## config.mk

```make
export PLATFORM = sky130hd
export DESIGN_NAME = uart_rx_buffered
export DESIGN_NICKNAME = d
export VERILOG_FILES = /design/src/rtl/uart_pkg.sv /design/src/rtl/uart_sync_fifo.sv /design/src/rtl/uart_rx_buffered.sv
export SDC_FILE = /design/constraint.sdc
export NUM_CORES = 1
export LEC_CHECK = 0
export CORE_AREA = 2 2 186 225
export CTS_CLUSTER_SIZE = 16
export DETAILED_ROUTE_END_ITERATION = 7
export DIE_AREA = 0 0 188 227
export DONT_BUFFER_PORTS = 1
export PLACE_DENSITY_LB_ADDON = 0.08
export SLEW_MARGIN = 40
export SYNTH_ARGS = -nofsm -noshare
export SYNTH_HDL_FRONTEND = slang
export SYNTH_SLANG_ARGS = --single-unit
```

## constraint.sdc

```tcl
create_clock -name clock_i -period 5.7 [get_ports clock_i]
set_input_delay 0.855 -clock clock_i [delete_from_list [all_inputs] [get_ports clock_i]]
set_output_delay 0.855 -clock clock_i [all_outputs]
set_load 0.01 [all_outputs]
```

## src/rtl/uart_pkg.sv

```systemverilog
// Shared definitions for the UART receive path.
// Holds the state encoding, frame-length codes, FIFO entry layout and divider floor.
package uart_pkg;

    typedef enum logic [2:0] {
        ST_IDLE,
        ST_START,
        ST_DATA,
        ST_PARITY,
        ST_STOP,
        ST_BREAK_WAIT
    } rx_state_t;

    localparam logic [1:0] LEN_5 = 2'b00;
    localparam logic [1:0] LEN_6 = 2'b01;
    localparam logic [1:0] LEN_7 = 2'b10;
    localparam logic [1:0] LEN_8 = 2'b11;

    localparam int MIN_DIVIDER = 4;

    localparam int ENTRY_WIDTH    = 11;
    localparam int DATA_LSB       = 0;
    localparam int DATA_MSB       = 7;
    localparam int FRAME_ERR_BIT  = 8;
    localparam int PARITY_ERR_BIT = 9;
    localparam int BREAK_BIT      = 10;

    // Index of the last data bit shifted in for a given length code.
    function automatic logic [2:0] last_bit_index(input logic [1:0] code);
        logic [2:0] idx;
        case (code)
            LEN_5:   idx = 3'd4;
            LEN_6:   idx = 3'd5;
            LEN_7:   idx = 3'd6;
            LEN_8:   idx = 3'd7;
            default: idx = 3'd7;
        endcase
        return idx;
    endfunction

endpackage

```

## src/rtl/uart_sync_fifo.sv

```systemverilog
// First-word-fall-through synchronous FIFO with occupancy level.
// A push into a full FIFO is accepted only when a pop happens in the same cycle.
module uart_sync_fifo #(
    parameter int WIDTH = 11,
    parameter int DEPTH = 16
) (
    input  logic                   clk,
    input  logic                   rst_n,
    input  logic                   push,
    input  logic [WIDTH-1:0]       push_data,
    input  logic                   pop,
    output logic [WIDTH-1:0]       head,
    output logic                   empty,
    output logic                   full,
    output logic [$clog2(DEPTH):0] level
);

    localparam int PW = $clog2(DEPTH);
    localparam int LW = PW + 1;

    logic [WIDTH-1:0] mem [DEPTH];
    logic [PW-1:0]    wr_ptr;
    logic [PW-1:0]    rd_ptr;
    logic             do_push;
    logic             do_pop;

    assign empty   = (level == '0);
    assign full    = (level == LW'(DEPTH));
    assign do_pop  = pop && !empty;
    assign do_push = push && (!full || do_pop);
    assign head    = mem[rd_ptr];

    // Pointers wrap naturally because DEPTH is a power of two.
    always_ff @(posedge clk or negedge rst_n) begin
        if (!rst_n) begin
            wr_ptr <= '0;
            rd_ptr <= '0;
            level  <= '0;
        end else begin
            if (do_push) wr_ptr <= wr_ptr + PW'(1);
            if (do_pop)  rd_ptr <= rd_ptr + PW'(1);
            if (do_push && !do_pop)
                level <= level + LW'(1);
            else if (do_pop && !do_push)
                level <= level - LW'(1);
        end
    end

    always_ff @(posedge clk) begin
        if (do_push) mem[wr_ptr] <= push_data;
    end

endmodule

```

## src/rtl/uart_rx_buffered.sv

```systemverilog
// UART receiver with run-time frame format, 3-sample majority voting and break detection,
// feeding a receive FIFO that the host drains through a valid/ready pop interface.
module uart_rx_buffered
    import uart_pkg::*;
#(
    parameter int DIVIDER_WIDTH = 16,
    parameter int FIFO_DEPTH    = 16
) (
    input  logic                         clock_i,
    input  logic                         reset_n_i,
    input  logic                         serial_i,
    input  logic [DIVIDER_WIDTH-1:0]     clock_divider_i,
    input  logic [1:0]                   data_bits_i,
    input  logic                         parity_en_i,
    input  logic                         parity_even_i,
    input  logic                         stop_bits_i,
    output logic [7:0]                   data_o,
    output logic                         frame_err_o,
    output logic                         parity_err_o,
    output logic                         break_o,
    output logic                         valid_o,
    input  logic                         ready_i,
    output logic                         overrun_o,
    input  logic                         clear_overrun_i,
    output logic [$clog2(FIFO_DEPTH):0]  fifo_level_o,
    output logic                         busy_o
);

    localparam logic [DIVIDER_WIDTH-1:0] ONE = DIVIDER_WIDTH'(1);

    rx_state_t state, state_next;

    logic                     sync_meta;
    logic                     line;
    logic [DIVIDER_WIDTH-1:0] timer;
    logic [DIVIDER_WIDTH-1:0] div;
    logic [DIVIDER_WIDTH-1:0] half;
    logic [1:0]               len_code;
    logic                     par_en;
    logic                     par_even;
    logic                     two_stop;
    logic [7:0]               shift;
    logic [2:0]               bit_idx;
    logic                     stop_idx;
    logic                     samp_a;
    logic                     samp_b;
    logic                     par_bit;
    logic                     par_err;
    logic                     frame_err;

    logic                     start_seen;
    logic                     at_decision;
    logic                     bit_val;
    logic                     last_stop;
    logic                     frame_err_final;
    logic                     brk;
    logic                     expected_par;
    logic [ENTRY_WIDTH-1:0]   entry;
    logic [ENTRY_WIDTH-1:0]   head;
    logic                     fifo_empty;
    logic                     fifo_full;
    logic                     pop;

    always_ff @(posedge clock_i or negedge reset_n_i) begin
        if (!reset_n_i) begin
            sync_meta <= 1'b1;
            line      <= 1'b1;
        end else begin
            sync_meta <= serial_i;
            line      <= sync_meta;
        end
    end

    assign half            = div >> 1;
    assign at_decision     = (timer == half - ONE);
    assign bit_val         = (samp_a & samp_b) | (samp_a & line) | (samp_b & line);
    assign start_seen      = (state == ST_IDLE) && !line &&
                             (clock_divider_i >= DIVIDER_WIDTH'(MIN_DIVIDER));
    assign last_stop       = (state == ST_STOP) && at_decision && (stop_idx || !two_stop);
    assign frame_err_final = frame_err | !bit_val;
    assign brk             = (shift == 8'h00) && !(par_en && par_bit) && frame_err_final;
    assign expected_par    = par_even ? ^shift : ~^shift;
    assign entry           = {brk, par_err, frame_err_final, shift};

    // Configuration is captured at the start edge so mid-frame changes cannot corrupt a frame.
    always_ff @(posedge clock_i or negedge reset_n_i) begin
        if (!reset_n_i) begin
            timer     <= '0;
            div       <= '0;
            len_code  <= LEN_8;
            par_en    <= 1'b0;
            par_even  <= 1'b0;
            two_stop  <= 1'b0;
            shift     <= '0;
            bit_idx   <= '0;
            stop_idx  <= 1'b0;
            samp_a    <= 1'b1;
            samp_b    <= 1'b1;
            par_bit   <= 1'b0;
            par_err   <= 1'b0;
            frame_err <= 1'b0;
        end else if (start_seen) begin
            div       <= clock_divider_i;
            timer     <= clock_divider_i - ONE;
            len_code  <= data_bits_i;
            par_en    <= parity_en_i;
            par_even  <= parity_even_i;
            two_stop  <= stop_bits_i;
            shift     <= '0;
            bit_idx   <= '0;
            stop_idx  <= 1'b0;
            par_bit   <= 1'b0;
            par_err   <= 1'b0;
            frame_err <= 1'b0;
        end else if (state != ST_IDLE) begin
            timer <= (timer == '0) ? div - ONE : timer - ONE;
            if (timer == half + ONE) samp_a <= line;
            if (timer == half)       samp_b <= line;
            if (at_decision) begin
                case (state)
                    ST_DATA: begin
                        shift[bit_idx] <= bit_val;
                        bit_idx        <= bit_idx + 3'd1;
                    end
                    ST_PARITY: begin
                        par_bit <= bit_val;
                        par_err <= (bit_val != expected_par);
                    end
                    ST_STOP: begin
                        stop_idx <= 1'b1;
                        if (!bit_val) frame_err <= 1'b1;
                    end
                    default: ;
                endcase
            end
        end
    end

    always_ff @(posedge clock_i or negedge reset_n_i) begin
        if (!reset_n_i) state <= ST_IDLE;
        else            state <= state_next;
    end

    // Leaving STOP at mid-bit lets a back-to-back start bit be caught.
    always_comb begin
        state_next = state;
        case (state)
            ST_IDLE:       if (start_seen) state_next = ST_START;
            ST_START:      if (at_decision) state_next = bit_val ? ST_IDLE : ST_DATA;
            ST_DATA:       if (at_decision && (bit_idx == last_bit_index(len_code)))
                               state_next = par_en ? ST_PARITY : ST_STOP;
            ST_PARITY:     if (at_decision) state_next = ST_STOP;
            ST_STOP:       if (last_stop) state_next = brk ? ST_BREAK_WAIT : ST_IDLE;
            ST_BREAK_WAIT: if (line) state_next = ST_IDLE;
            default:       state_next = ST_IDLE;
        endcase
    end

    assign valid_o = !fifo_empty;
    assign pop     = valid_o && ready_i;

    uart_sync_fifo #(
        .WIDTH (ENTRY_WIDTH),
        .DEPTH (FIFO_DEPTH)
    ) u_fifo (
        .clk       (clock_i),
        .rst_n     (reset_n_i),
        .push      (last_stop),
        .push_data (entry),
        .pop       (pop),
        .head      (head),
        .empty     (fifo_empty),
        .full      (fifo_full),
        .level     (fifo_level_o)
    );

    assign data_o       = valid_o ? head[DATA_MSB:DATA_LSB] : 8'h00;
    assign frame_err_o  = valid_o && head[FRAME_ERR_BIT];
    assign parity_err_o = valid_o && head[PARITY_ERR_BIT];
    assign break_o      = valid_o && head[BREAK_BIT];
    assign busy_o       = (state != ST_IDLE);

    // A new overrun wins over a coincident clear.
    always_ff @(posedge clock_i or negedge reset_n_i) begin
        if (!reset_n_i)
            overrun_o <= 1'b0;
        else if (last_stop && fifo_full && !pop)
            overrun_o <= 1'b1;
        else if (clear_overrun_i)
            overrun_o <= 1'b0;
    end

endmodule

```

# Yosys cells after proc, flatten, opt, wreduce, memory -nomap -nowiden
# Memory sizes are Yosys's and may differ from the RTL's.
# Index checks and enable logic that the tools add are counted.
# word_totals
input_bits	26
mem_count	1
romBits	0
reg_bits	73
output_inout_bits	19
latch_bits	0
elab_cells	166
ram_bits	176
# op_classes
addsub	10
bitwise	7
magnitude_cmp	3
shift	0
n_reduce_logical	52
eq_ne	21
div_mod_pow	0
mul	0
muxes	51
# mem_list
name	words	word_bits	rd	rd_clocked_by_memory_dff	write_ports	line_no	source
u_fifo.mem	16	11	1	0	1	uart_sync_fifo.sv:21	logic [WIDTH-1:0] mem [DEPTH];
# ops
op	n
16-bit two-way mux	3
16-bit by 1-bit subtractor with 16-bit output (second input constant)	3
8-bit two-way mux	5
3-bit two-way mux	13
16-bit == test	2
1-bit two-way mux	23
1-bit logical AND	19
3-bit one-hot mux with 6 select lines	1
15-bit by 1-bit adder with 16-bit output (second input constant)	1
16-bit by 15-bit == test with 1-bit output	1
16-bit by 3-bit greater-or-equal comparator with 1-bit output (second input constant)	1
16-bit logical NOT	1
15-bit by 1-bit subtractor with 16-bit output (second input constant)	1
3-bit AND reduction	5
2-bit != test (second input constant)	7
2-bit nonzero test	7
3-bit one-hot mux with 4 select lines	1
5-bit two-way mux	2
1-bit logical NOT	9
4-bit by 1-bit adder with 4-bit output (second input constant)	2
8-bit bitwise mux	1
8-bit logical NOT	1
8-bit XNOR reduction	1
8-bit parity	1
25 further kinds	33

# Depth between registers and ports, before layout
# depth
depth_word	10
ltp_mapped	19
depth_no_buf	16

# Cells and area by module
# A second synthesis with hierarchy kept.
# unflattened
hier_cells	993
hier_area_um2	12288.0
# by_module_without_submodules
mod	cells_each	instances	area_each_um2
uart_sync_fifo	405	1	7563.5
uart_rx_buffered	588	1	4724.5

# Worst setup path after synthesis
# OpenSTA, ideal clock, no wires.
# synth_path
kind	flip-flop to flip-flop
startpoint	register div[1]
endpoint	register u_fifo.level[4]
path_stages_with_launch	19
period_less_slack_ns	4.044
t_arrival_ns	3.917
setup_ns	0.127
slack_ns	1.656
path_cell_list	dfrtp_1 clkbuf_1 inv_1 ha_1 nor3b_1 or3_1 o311ai_2 o211ai_2 a2111oi_0 and4_1 buf_4 ha_1 inv_1 fa_1 a21o_1 a21oi_1 xnor2_1 nor2_1 xor2_1
# synth_via
elab_chain_len	8
word_cells_on_any_way	10
# synth_rtl
item	line_no	source
start: declaration	uart_rx_buffered.sv:36	logic [DIVIDER_WIDTH-1:0] div;
start signal: assignment	uart_rx_buffered.sv:103	div <= clock_divider_i;
15-bit by 1-bit subtractor with 16-bit output (*)	uart_rx_buffered.sv:75	assign at_decision = (timer == half - ONE);
16-bit == test (*)	uart_rx_buffered.sv:75	
1-bit logical AND (*) (2 in series)	uart_rx_buffered.sv:79	assign last_stop = (state == ST_STOP) && at_decision && (stop_idx || !two_stop);
1-bit logical AND (*)	uart_sync_fifo.sv:30	assign do_push = push && (!full || do_pop);
via u_fifo.do_push	uart_sync_fifo.sv:24	logic do_push;
1-bit logical NOT	uart_sync_fifo.sv:44	else if (do_pop && !do_push)
1-bit logical AND	uart_sync_fifo.sv:44	
2-bit nonzero test (no line)	--	
end signal: assignment	uart_sync_fifo.sv:43	level <= level + LW'(1);
end signal: assignment	uart_sync_fifo.sv:45	level <= level - LW'(1);
end: declaration	uart_sync_fifo.sv:15	output logic [$clog2(DEPTH):0] level
# The timed path passes the listed nets; every way through them passes the cells marked *.
# A chain may end at the register's enable or synchronous reset.

# Worst setup path after layout
# layout_path
startpoint	register div[3]
endpoint	register u_fifo.level[4]
# layout_via
elab_chain_len	8
word_cells_on_any_way	10
# layout_rtl
item	line_no
15-bit by 1-bit subtractor with 16-bit output (*)	uart_rx_buffered.sv:75
16-bit == test (*)	uart_rx_buffered.sv:75
1-bit logical AND (*) (2 in series)	uart_rx_buffered.sv:79
1-bit logical AND (*)	uart_sync_fifo.sv:30
1-bit logical NOT	uart_sync_fifo.sv:44
1-bit logical AND	uart_sync_fifo.sv:44
2-bit nonzero test (no line)	--
# Every way passes the cells marked *; elsewhere a longest branch is shown, timed or not.

==> impl_results.md <==
* Drt total wl at 32.9 mm
* Die ar. at 42700 um^2
* RSZ-0062 raised after global routing: false
* Flop pwr share at 48.8%
* HPWL after DPL at 22.5 mm
* Later-pin clock latency in the skew report at 0.55 ns
* Worst path top cell family by delay: simple AND/OR/NAND/NOR gates
* Post-Syn Area at 12100 um^2
* TNS Setup at 0 ns
* Gpl congestion at 0.785
* Commonest cells in the netlist: edfxtp_1 (176), nand2_1 (93), dfrtp_1 (67)
* Die Ht at 227 um
* Vias/cell at 4.94
* Fmax at 225 MHz
* Post-synth EDFFs at 176
* DRC errors left at 0
* CTS resizes at 0
* YS warnings at 0
* Critical Path Sink Type: flop
* Final Util at 33.7%
* Top cells by area, synth: edfxtp_1 (44%), dfrtp_1 (14%), mux4_2 (10%)
* Clock sinks at 249
* Clock transition at path regs at 0.06 ns
* Clk buf depth at 3
* Status: complete, no violations
* Multi-input logic area at 4650 um^2
* Post-route design area at 13600 um^2
* Largest area contributor in the netlist: edfxtp_1
* Req. time, crit path at 6.12 ns
* Initial antenna violation count at 0
* Worst slew pin tran at 0.836 ns
* Leak Pwr at 5.03 nW
* Top cell type's share of synthesized area at 43.8%
* Chip width at 188 um
* Post-synthesis cell type count at 71
* Final Slew Violations at 0
* Max_slew headroom at 43.8%
* Post-Route Skew at 0.0152 ns
* Worst path cell trace: or4_1, or3_1, o311ai_2, o211ai_2, a2111oi_0, and4_1, ha_1, inv_1, fa_1, a21o_1, a21oi_1, xnor2_1, nor2_1, xor2_1
* Peak VDD IR at 0.262 mV
* Final Hold Viols at 0
* Tcrit/Tclk final at 77.8%
* Clock Root Buffer: clkbuf_16
* Crit path time final at 4.44 ns
* Register area at 7130 um^2
* Top_reg_cell synth: edfxtp_1
* Hold Crit Class: in2async
* Combinational power share at 5.3%
* Final ANT Viol Nets at 0
* Via count at 7182
* CP Data Arrival Time at 4.86 ns
* Initial Util at 29.8%
* Max incr delay on CP at 0.69 ns
* CTS Buf Count at 28
* Clock power share at 45.9%
* Synth Area per Inst at 13.4 um^2
* Number of global-route vias before repair at 7458
* Mapped Nets at 945
* DR iter-0 viols at 395
* Slowest CP cell: or4_1
* Gr ovfl total at 0
* Hold Buf Count CTS at 1
* P_sw at 0.934 mW
* Largest net degree at the start of global routing at 68
* DR pass1 iterations at 5
* Core area at 40400 um^2
* Crit path max fanout at 14
* Placed cell area at 12600 um^2
* Syn-to-layout area delta at 13.1%
* Max cap viols at 0
* Post-CTS Setup Repair Bufs at 0
* Gr usage total at 15.7%
* Synthesized flop and latch total at 249
* Filler cells at 3953
* Mapped Cells at 901
* # diodes at 0
* IO Port Bufs at 0
* Buf/Inv on CP at 1
* Nets at 936
* Seq/Total Area, Yosys at 59.1%
* CTS tree: done
* Sw Share at 22.8%
* First-pass GRT wire length at 49.5 mm
* Setup WS post-layout at 1.26 ns
* DR WL/cell at 22.7 um
* Internal power at 3.16 mW
* H-tree levels at 1
* Most instantiated library cell after synthesis: edfxtp_1
* Worst slack, placed at 1.29 ns
* Share of layout cells above drive strength 1 at 16.2%
* Worst Setup Path Type: reg2reg
* Ys async rst share at 29.3%
* Pwr Density at 301 nW/um^2
* # rows at 81
* # setup viols final at 0
* Type of origin of the critical path: flop
* # IOs at 45
[layout make-up]
type / count / area share [%]
multi-input combinational: 578 / 34.1
clock inverter: 18 / 1.50
inverter: 19 / 0.523
timing repair buffer: 16 / 1.12
sequential: 249 / 52.3
tap: 539 / 4.95
clock buffer: 34 / 5.53
[state kept, by name (all words and copies together) (netlist names), 2 cells and up]
| register | count |
|---|---|
| u_fifo.mem | 176 |
| div | 16 |
| timer | 16 |
| shift | 8 |
| u_fifo.level | 5 |
| u_fifo.rd_ptr | 4 |
| u_fifo.wr_ptr | 4 |
| bit_idx | 3 |
| state | 3 |
| len_code | 2 |
[cell families after synthesis]
kind of cell / count (synthesis) / share of synthesized area, %
AND/OR/NAND/NOR: 304 / 12.9
flip-flops: 249 / 59.1
AO/OA/AOI/OAI: 110 / 6.45
multiplexers: 78 / 12.2
buffers and inverters: 74 / 2.46
XOR/XNOR: 67 / 4.87
adder cells (fa/ha/maj): 19 / 2.01
[per-layer routing]
layer | GRT usage (%) | vias up | wire length [um] | share of wire (%)
met1 | 18.0 | 3620 | 13200 | 40
met3 | 2.27 | 41 | 1100 | 3.3
li1 | - | 3394 | - | -
met2 | 30.1 | 127 | 17900 | 54
met5 | 0 | - | 0 | 0
met4 | 4.78 | 0 | 770 | 2.3
[worst paths after layout]
| kind | endpoint | slack, ns | cells after the start | start |
|---|---|---|---|---|
| max | u_fifo.level[4] | 1.26 | 14 | div[3] |
| min | samp_b | 0.15 | 0 | reset_n_i |
| max reg2reg | u_fifo.level[4] | 1.26 | 14 | div[3] |
| min reg2reg | line | 0.36 | 0 | sync_meta |
| max in group asynchronous | shift[4] | 5.13 | 1 | reset_n_i |
| min in group clock_i | sync_meta | 0.31 | 0 | serial_i |
[worst reg2reg max path, cell delays in order, from the launching register on]
cell	delay (ns)
dfrtp_1	0.55
or4_1	0.70
or3_1	0.37
o311ai_2	0.24
o211ai_2	0.19
a2111oi_0	0.48
and4_1	0.35
ha_1	0.22
inv_1	0.11
fa_1	0.41
a21o_1	0.18
a21oi_1	0.17
xnor2_1	0.13
nor2_1	0.06
xor2_1	0.14
[layout by cell type (no fill, tap or decap), types with 5 or more instances in the layout]
cell type,n
clkbuf_16,29
dfstp_2,6
a31oi_1,7
xor2_1,20
xnor2_1,47
nand4_1,14
nand2b_1,8
and3_1,24
nand3b_1,6
nor3_1,23
nor2_1,49
nor4_1,11
clkinv_2,5
nand3_1,23
nor2b_1,7
edfxtp_1,176
inv_1,19
ha_1,17
mux2_2,5
buf_4,14
and2_1,18
mux2i_1,18
o21ai_0,29
nand2_1,93
mux4_2,55
a21oi_1,15
a211o_1,11
dfrtp_1,62
o21ai_1,10
[metrics by stage]
step / cells / hold slack [ns] / total power [mW]
2_1_floorplan: 901 / 0.345 / 2.18
3_3_place_gp: 1398 / 0.348 / 2.24
3_5_place_dp: 1399 / 0.351 / 2.24
4_1_cts: 1452 / 0.120 / 4.16
5_1_grt: 1453 / 0.113 / 4.26
6_report: 1453 / 0.153 / 4.10
[power groups by stage]
stage | sequential, mW | clock [mW] | combinational [mW]
2_1_floorplan | 2.01 | 0 | 0.175
3_3_place_gp | 2.04 | 0 | 0.207
3_5_place_dp | 2.04 | 0 | 0.204
4_1_cts | 2.00 | 1.94 | 0.219
5_1_grt | 2.01 | 2.01 | 0.243
6_report | 2.00 | 1.88 | 0.217
Power figures use the tool's default switching activity.
